File: config.mk
export PLATFORM = sky130hd
export DESIGN_NAME = ctrl_seq_decoder
export DESIGN_NICKNAME = d
export VERILOG_FILES = /design/src/rtl/ctrl_seq_decoder.sv
export SDC_FILE = /design/constraint.sdc
export NUM_CORES = 1
export LEC_CHECK = 0
export CORE_MARGIN = 2
export CORE_UTILIZATION = 35
export DETAILED_ROUTE_END_ITERATION = 10
export GPL_ROUTABILITY_DRIVEN = 0
export GPL_TIMING_DRIVEN = 0
export PLACE_DENSITY_LB_ADDON = 0.08
export RECOVER_POWER = 25
export SYNTH_ARGS = -nofsm -noshare
export SYNTH_HDL_FRONTEND = slang
export SYNTH_SLANG_ARGS = --single-unit
File: constraint.sdc
create_clock -name Clk -period 2.3 [get_ports Clk]
set_input_delay 0.23 -clock Clk [delete_from_list [all_inputs] [get_ports Clk]]
set_output_delay 0.23 -clock Clk [all_outputs]
set_load 0.1 [all_outputs]
File: src/rtl/ctrl_seq_decoder.sv
// ctrl_seq_decoder
//   Registered, valid/ready handshaked control decoder. It takes one
//   instruction per transfer and presents the decoded datapath control
//   bundle one cycle later, for one ISSUE cycle. Memory ops are held for
//   MEM_LAT extra cycles (MEM_WAIT), and fetch is stalled while they are
//   held. PC select is resolved for EQ branches and JAL.
// Ports
//   Clk, Reset           clock (rising edge), synchronous active-high reset
//   instr_valid/instr    fetch side request
//   instr_ready          accept, combinational from state
//   alu_zero             ALU zero flag, used during ISSUE
//   ctl_valid            bundle valid (ISSUE only)
//   Branch..RegWrite     1-bit control outputs
//   ALUOp                ALU operation
//   pc_sel               ISSUE & (Jump | Branch & alu_zero)
//   mem_busy             high in MEM_WAIT
//   n_issued, n_stall    saturating ISSUE/MEM_WAIT cycle counters
//                        (present only with CTRL_PERF_CNT_EN defined)
module ctrl_seq_decoder #(
    parameter int IW      = 9,
    parameter int OPW     = 3,
    parameter int ALUW    = 4,
    parameter int MEM_LAT = 2,
    parameter int CNTW    = 16
) (
    input  logic            Clk,
    input  logic            Reset,
    input  logic            instr_valid,
    input  logic [IW-1:0]   instr,
    output logic            instr_ready,
    input  logic            alu_zero,
    output logic            ctl_valid,
    output logic            Branch,
    output logic            MemRead,
    output logic            MemWrite,
    output logic            Reg_Size,
    output logic            Func_Ex,
    output logic            Jump,
    output logic            ALUSrc,
    output logic            RegWrite,
    output logic [ALUW-1:0] ALUOp,
    output logic            pc_sel,
    output logic            mem_busy
`ifdef CTRL_PERF_CNT_EN
    ,
    output logic [CNTW-1:0] n_issued,
    output logic [CNTW-1:0] n_stall
`endif
);

    localparam logic [ALUW-1:0] kADD   = ALUW'(0);
    localparam logic [ALUW-1:0] kSUB   = ALUW'(1);
    localparam logic [ALUW-1:0] kAND   = ALUW'(2);
    localparam logic [ALUW-1:0] kNOT   = ALUW'(3);
    localparam logic [ALUW-1:0] kBXOR  = ALUW'(4);
    localparam logic [ALUW-1:0] kRXOR  = ALUW'(5);
    localparam logic [ALUW-1:0] kSHIFT = ALUW'(6);
    localparam logic [ALUW-1:0] kMOV   = ALUW'(7);
    localparam logic [ALUW-1:0] kPASS  = ALUW'(8);

    localparam logic [3:0] LAT      = 4'(MEM_LAT);
    localparam bit         HAS_WAIT = (MEM_LAT > 0);

    typedef struct packed {
        logic            branch;
        logic            mem_read;
        logic            mem_write;
        logic            reg_size;
        logic            func_ex;
        logic            jump;
        logic            alu_src;
        logic            reg_write;
        logic [ALUW-1:0] alu_op;
    } ctl_t;

    localparam ctl_t CTL_SAFE = '{branch: 1'b0, mem_read: 1'b0, mem_write: 1'b0,
                                  reg_size: 1'b0, func_ex: 1'b0, jump: 1'b0,
                                  alu_src: 1'b0, reg_write: 1'b0, alu_op: kPASS};

    typedef enum logic [1:0] {IDLE, ISSUE, MEM_WAIT} state_t;

    state_t          state_q, state_d;
    logic [3:0]      cnt_q, cnt_d;
    ctl_t            ctl_q, ctl_d, dec;
    logic [OPW-1:0]  opcode;
    logic [1:0]      funct;
    logic            unused_ok;

    assign opcode    = instr[IW-1 -: OPW];
    assign funct     = instr[1:0];
    // middle instruction bits carry operands, not control
    assign unused_ok = ^instr[IW-OPW-1:2];

    // combinational decode of the presented instruction
    always_comb begin
        dec           = CTL_SAFE;
        dec.reg_size  = 1'b1;
        dec.alu_src   = 1'b1;
        dec.reg_write = 1'b1;
        case (opcode)
            OPW'(0): begin
                case (funct)
                    2'b00: begin
                        dec.alu_op = kADD; dec.mem_read = 1'b1;
                        dec.alu_src = 1'b0; dec.func_ex = 1'b1;
                    end
                    2'b01: begin
                        dec.alu_op = kADD; dec.mem_write = 1'b1;
                        dec.alu_src = 1'b0; dec.func_ex = 1'b1; dec.reg_write = 1'b0;
                    end
                    2'b10:   dec.alu_op = kNOT;
                    default: begin dec.alu_op = kBXOR; dec.reg_size = 1'b0; end
                endcase
            end
            OPW'(1): begin dec.alu_op = kSUB; dec.branch = 1'b1; dec.reg_write = 1'b0; end
            OPW'(2): begin
                dec.reg_size = 1'b0;
                dec.alu_op   = funct[1] ? kSUB : kADD;
                dec.alu_src  = ~funct[0];   // f01/f11 are the immediate forms
            end
            OPW'(3): begin dec.alu_op = kPASS; dec.jump = 1'b1; end
            OPW'(4): dec.alu_op = kMOV;
            OPW'(5): dec.alu_op = kAND;
            OPW'(6): begin dec.alu_op = kSHIFT; dec.alu_src = 1'b0; end
            default: dec.alu_op = kRXOR;
        endcase
    end

    always_comb begin
        state_d     = state_q;
        cnt_d       = cnt_q;
        ctl_d       = ctl_q;
        instr_ready = 1'b0;
        case (state_q)
            IDLE: begin
                instr_ready = 1'b1;
                if (instr_valid) begin
                    state_d = ISSUE;
                    ctl_d   = dec;
                end
            end
            ISSUE: begin
                if (HAS_WAIT && (ctl_q.mem_read || ctl_q.mem_write)) begin
                    state_d = MEM_WAIT;
                    cnt_d   = LAT;
                end else begin
                    instr_ready = 1'b1;
                    if (instr_valid) begin
                        ctl_d = dec;
                    end else begin
                        state_d = IDLE;
                        ctl_d   = CTL_SAFE;
                    end
                end
            end
            MEM_WAIT: begin
                cnt_d = cnt_q - 4'd1;
                // last wait cycle accepts the next instruction
                if (cnt_q == 4'd1) begin
                    instr_ready = 1'b1;
                    if (instr_valid) begin
                        state_d = ISSUE;
                        ctl_d   = dec;
                    end else begin
                        state_d = IDLE;
                        ctl_d   = CTL_SAFE;
                    end
                end
            end
            default: begin
                state_d = IDLE;
                ctl_d   = CTL_SAFE;
            end
        endcase
    end

    always_ff @(posedge Clk) begin
        if (Reset) begin
            state_q <= IDLE;
            cnt_q   <= '0;
            ctl_q   <= CTL_SAFE;
        end else begin
            state_q <= state_d;
            cnt_q   <= cnt_d;
            ctl_q   <= ctl_d;
        end
    end

    assign ctl_valid = (state_q == ISSUE);
    assign mem_busy  = (state_q == MEM_WAIT);
    assign Branch    = ctl_q.branch;
    assign MemRead   = ctl_q.mem_read;
    assign MemWrite  = ctl_q.mem_write;
    assign Reg_Size  = ctl_q.reg_size;
    assign Func_Ex   = ctl_q.func_ex;
    assign Jump      = ctl_q.jump;
    assign ALUSrc    = ctl_q.alu_src;
    assign RegWrite  = ctl_q.reg_write;
    assign ALUOp     = ctl_q.alu_op;
    assign pc_sel    = ctl_valid & (ctl_q.jump | (ctl_q.branch & alu_zero));

`ifdef CTRL_PERF_CNT_EN
    logic [CNTW-1:0] n_issued_q, n_stall_q;

    always_ff @(posedge Clk) begin
        if (Reset) begin
            n_issued_q <= '0;
            n_stall_q  <= '0;
        end else begin
            if (ctl_valid && !(&n_issued_q)) n_issued_q <= n_issued_q + 1'b1;
            if (mem_busy  && !(&n_stall_q))  n_stall_q  <= n_stall_q + 1'b1;
        end
    end

    assign n_issued = n_issued_q;
    assign n_stall  = n_stall_q;
`else
    logic [CNTW-1:0] unused_cntw;
    assign unused_cntw = '0;
`endif

endmodule
======== Word level (Yosys, flattened, before mapping) ========
Index checks and enable logic that the tools add are counted.
word-level totals
  word-level logic and storage cells ...... 74
  output and inout bits ................... 16
  register bits ........................... 18
operators by class
  reduce and logical (&&, ||, !) cells .... 10
  mux-type cells .......................... 32
  $add $sub $neg .......................... 1
  bitwise operators ....................... 4
  eq/ne operators ......................... 16
operators with widths
  cell                 number
  $mux 12              4
  $pmux 12 s3          1
  $pmux 4 s7           1
  $mux 1               13
  $mux 2               5
  $eq 3x3->1 const B   3
  $pmux 4 s2           1
  $eq 3x2->1 const B   2
  $pmux 1 s3           2
  $pmux 2 s3           1
  $pmux 3 s2           1
  $reduce_and 3->1     2
  $eq 2x1->1 const B   2
  $eq 2x2->1 const B   2
  $eq 4x1->1 const B   1
  $logic_not 2->1      2
  $mux 4               1
  $ne 2x1->1 const B   2
  $ne 2x2->1 const B   2
  $pmux 1 s2           2
  $sub 4x1->4 const B  1
  $eq 3x1->1 const B   1
  $logic_not 3->1      1
  $ne 3x2->1 const B   1
  8 further kinds      9

======== Logic depth before layout (Yosys ltp) ========
  depth after elaboration ................. 7
  mapped depth ............................ 7
  mapped depth without buffers ............ 6

======== Worst setup path after synthesis ========
Ideal clock, no wire load.
  kind .................................... flip-flop to output port
  start point ............................. register state_q[1]
  end point ............................... output port instr_ready
  stages on the path, launching flop included .. 5
  arrival time ............................ 3.245 ns
  data required time ...................... 2.070 ns
  setup slack ............................. -1.175 ns
  cell sequence ........................... dfxtp_1 inv_1 ha_1 or3b_4 a31oi_1
on the way
  longest elaborated chain between the ends .. 2
  elaborated cells on any way between the ends .. 4
  classes of those cells .................. eq/ne: 2; mux: 1; reduce/logical: 1
RTL lines
  item                    RTL line  source
  start, declared         82        state_t state_q, state_d;
  start signal, assigned  183       state_q <= state_d;
  $eq 2x1->1              --
  net ctl_valid           32        output logic ctl_valid,
  $pmux 1 s3              134       case (state_q)
  end, declared           30        output logic instr_ready,
The timed path passes the listed nets, and every way through them passes these cells.

======== Worst setup path after layout ========
  start point ............................. register state_q[1]
  end point ............................... output port instr_ready
on the way
  longest elaborated chain between the ends .. 2
  elaborated cells on any way between the ends .. 4
  classes of those cells .................. eq/ne: 2; mux: 1; reduce/logical: 1
RTL lines
  item                                      RTL line
  $eq 2x2->1, or another cell as far along  134
  $pmux 1 s3 (*)                            134
Every way passes the cells marked *; elsewhere a longest branch is shown, timed or not.

==> metrics.cfg <==
[route]
first_iter_violations = 42
finalWirelength_um = 2360
vias_per_cell = 5.38
dr.pass1.iters = 4
route.detailed.wl_per_inst_um = 12.8
ant_nets = 0
drc = 0
vias = 995

[timing]
setup_ws_ns = 0.112
drv_slew = 0
slew_headroom_pct = 35.2
fin_crit_sh_pct = 95.1
hold_viol = 0
skew_ns = 0.00227
setup_viol = 0
rsz0062_at_grt = false
finalCriticalPeriod_ns = 2.19
hold_slack_ns = 0.164
tightest_slew_ns = 0.968
fmaxAchievable_mhz = 457

[global_routing]
grt_antenna_before_repair = 0
grt_pass1_wl_um = 4130
grt_max_degree = 11
grt_overflow_total = 0
grt_use_total_pct = 15.0
grt_pass1_vias = 949

[synth]
synth_top_area_share_pct = 33.1
syn_area_sq_um = 1090
synth_top_area_cell = dfxtp_1
synth_most_common_cell = dfxtp_1
avgSynthCellArea_sq_um = 8.57
synth_area_leaders = dfxtp_1, ha_1, a21oi_1, nor2_1, clkbuf_8
yosys_warnings = 0
ys_ff_latch = 18
synthCells = 127
syn_nets = 146
yosysSeqAreaShare_pct = 33.1
synth_edf_count = 0
synth_cell_type_count = 39
synth_ff_type = dfxtp_1
ys_async_sr_fraction_pct = 0
yosys-top-cells-count = dfxtp_1, nor2_1, a21oi_1

[clock_tree]
cts_setup_buffers = 0
clock_path_buffers = 2
clkTransAtPathRegs_ns = 0.10
cts_tree = built
clk-insertion-delay-late_ns = 0.29
root_buffer = clkbuf_4
holdBufCountCts = 0
cts_buffers = 3
cts_sinks = 18
h-tree-depth = 1
cts_resized = 8

[power]
p_per_area_nw_per_um2 = 664
vdd_drop_max_mv = 0.237
p_leak_nw = 0.537
fin_total_pwr_w = 0.000908

[floorplan]
dieHeight_um = 59.8
die_area_sq_um = 3570
coreArea_sq_um = 3000
ios = 29
rows = 20
die_w_um = 59.8
start_util_pct = 36.3

[setup_path]
setup.worst_path.class = flop to primary output
cpPeakStageDelay_ns = 0.44
critical_path_required_ns = 2.07
crit_slowest_cell = buf_2
path_cells = inv_1 > ha_1 > or3b_4 > a31oi_4 > buf_2
worst-path-max-fanout = 4
crit_buf_inv = 2
crit_family = buffers and inverters
start_kind = flop
worstPathArrival_ns = 1.96
worstSetupEndpointType = primary output

[placement]
numPortBuffers = 21
hpwl_um = 1860
dp_slack_ns = -0.277

[flow_run]
maxCapViolCount = 0

[worst_hold_path]
hp-class = primary input to flop

[layout]
nNetsFinal = 172
multi_input_area_sq_um = 631
ff_latch_area_sq_um = 360
drive_gt1_share_pct = 11.8
syn2layout_area_growth_pct = 25.6
fillCellCount = 326
n_antenna_cell = 0

[run_status]
outcome = complete, no violations

==> layer usage <==
layer / GRT usage (%) / vias to the layer above / wire (um)
met5: 0 / - / 0
met4: 4.76 / 0 / 19
met3: 1.95 / 2 / 88
met2: 25.2 / 14 / 1170
met1: 19.9 / 477 / 1090
li1: - / 502 / -
==> cell type report <==
cell class / count / share of cell area [%]
multi-input cells: 94 / 46.1
flip-flops and latches: 18 / 26.3
repair buffers: 21 / 14.7
plain buffers: 6 / 4.67
well taps: 33 / 3.02
clock buffers: 4 / 2.65
inverters: 9 / 2.47
==> final timing paths <==
| path | startpoint | to | slack [ns] | depth (start not counted) |
|---|---|---|---|---|
| setup / recovery | state_q[1] | instr_ready | 0.11 | 5 |
| hold / removal | Reset | ALUOp[1] | 0.16 | 2 |
| setup reg to reg | state_q[0] | Reg_Size | 0.48 | 7 |
| hold reg to reg | ALUOp[1] | ALUOp[1] | 0.46 | 2 |
==> cells by family after synthesis <==
family                     synth area share [%]
and+or+nand+nor                            22.5
adders and majority gates                  6.90
DFF                                        33.1
AOI/OAI and AO/OA                          24.8
buffers and inverters                      9.88
muxes                                      2.76
==> power breakdown <==
| group | switching, W | internal, W |
|---|---|---|
| registers | 0.0000126 | 0.000333 |
| logic | 0.000262 | 0.000107 |
| clock network | 0.0000972 | 0.0000963 |
| total | 0.000372 | 0.000537 |
==> through the flow <==
stage | setup TNS, ns | cells | util [%] | cell area (sq um)
2_1_floorplan | 0 | 127 | - | 1110
3_3_place_gp | -0.269 | 181 | 45.4 | 1360
3_5_place_dp | -0.277 | 181 | 45.4 | 1360
4_1_cts | 0 | 185 | 46.3 | 1390
5_1_grt | 0 | 185 | 45.5 | 1370
6_report | 0 | 185 | 45.5 | 1370
==> worst register-to-register path: stages (launching register included) <==
cell and delay (ns):
dfxtp_1 0.35, inv_1 0.09, ha_1 0.25, inv_1 0.13
o211ai_1 0.30, clkbuf_1 0.39, nand2_1 0.10, a21oi_1 0.15
==> cells in the final DEF (no fill, tap or decap), drive strengths merged, types with 6 or more instances in the layout <==
cell and count:
nor2 15, dfxtp 18, a21oi 15, nand2 11, clkdlybuf4s50 17, clkbuf 8
ha 6, inv 9, o21ai 7
==> state kept, by name, summed over array words and instances (netlist names) <==
register  cells
ALUOp         4
MemWrite      1
cnt_q         4
Branch        1
Reg_Size      1
Jump          1
MemRead       1
ALUSrc        1
state_q       2
RegWrite      1
Func_Ex       1
Note: power is estimated with default switching activity, not from simulation.
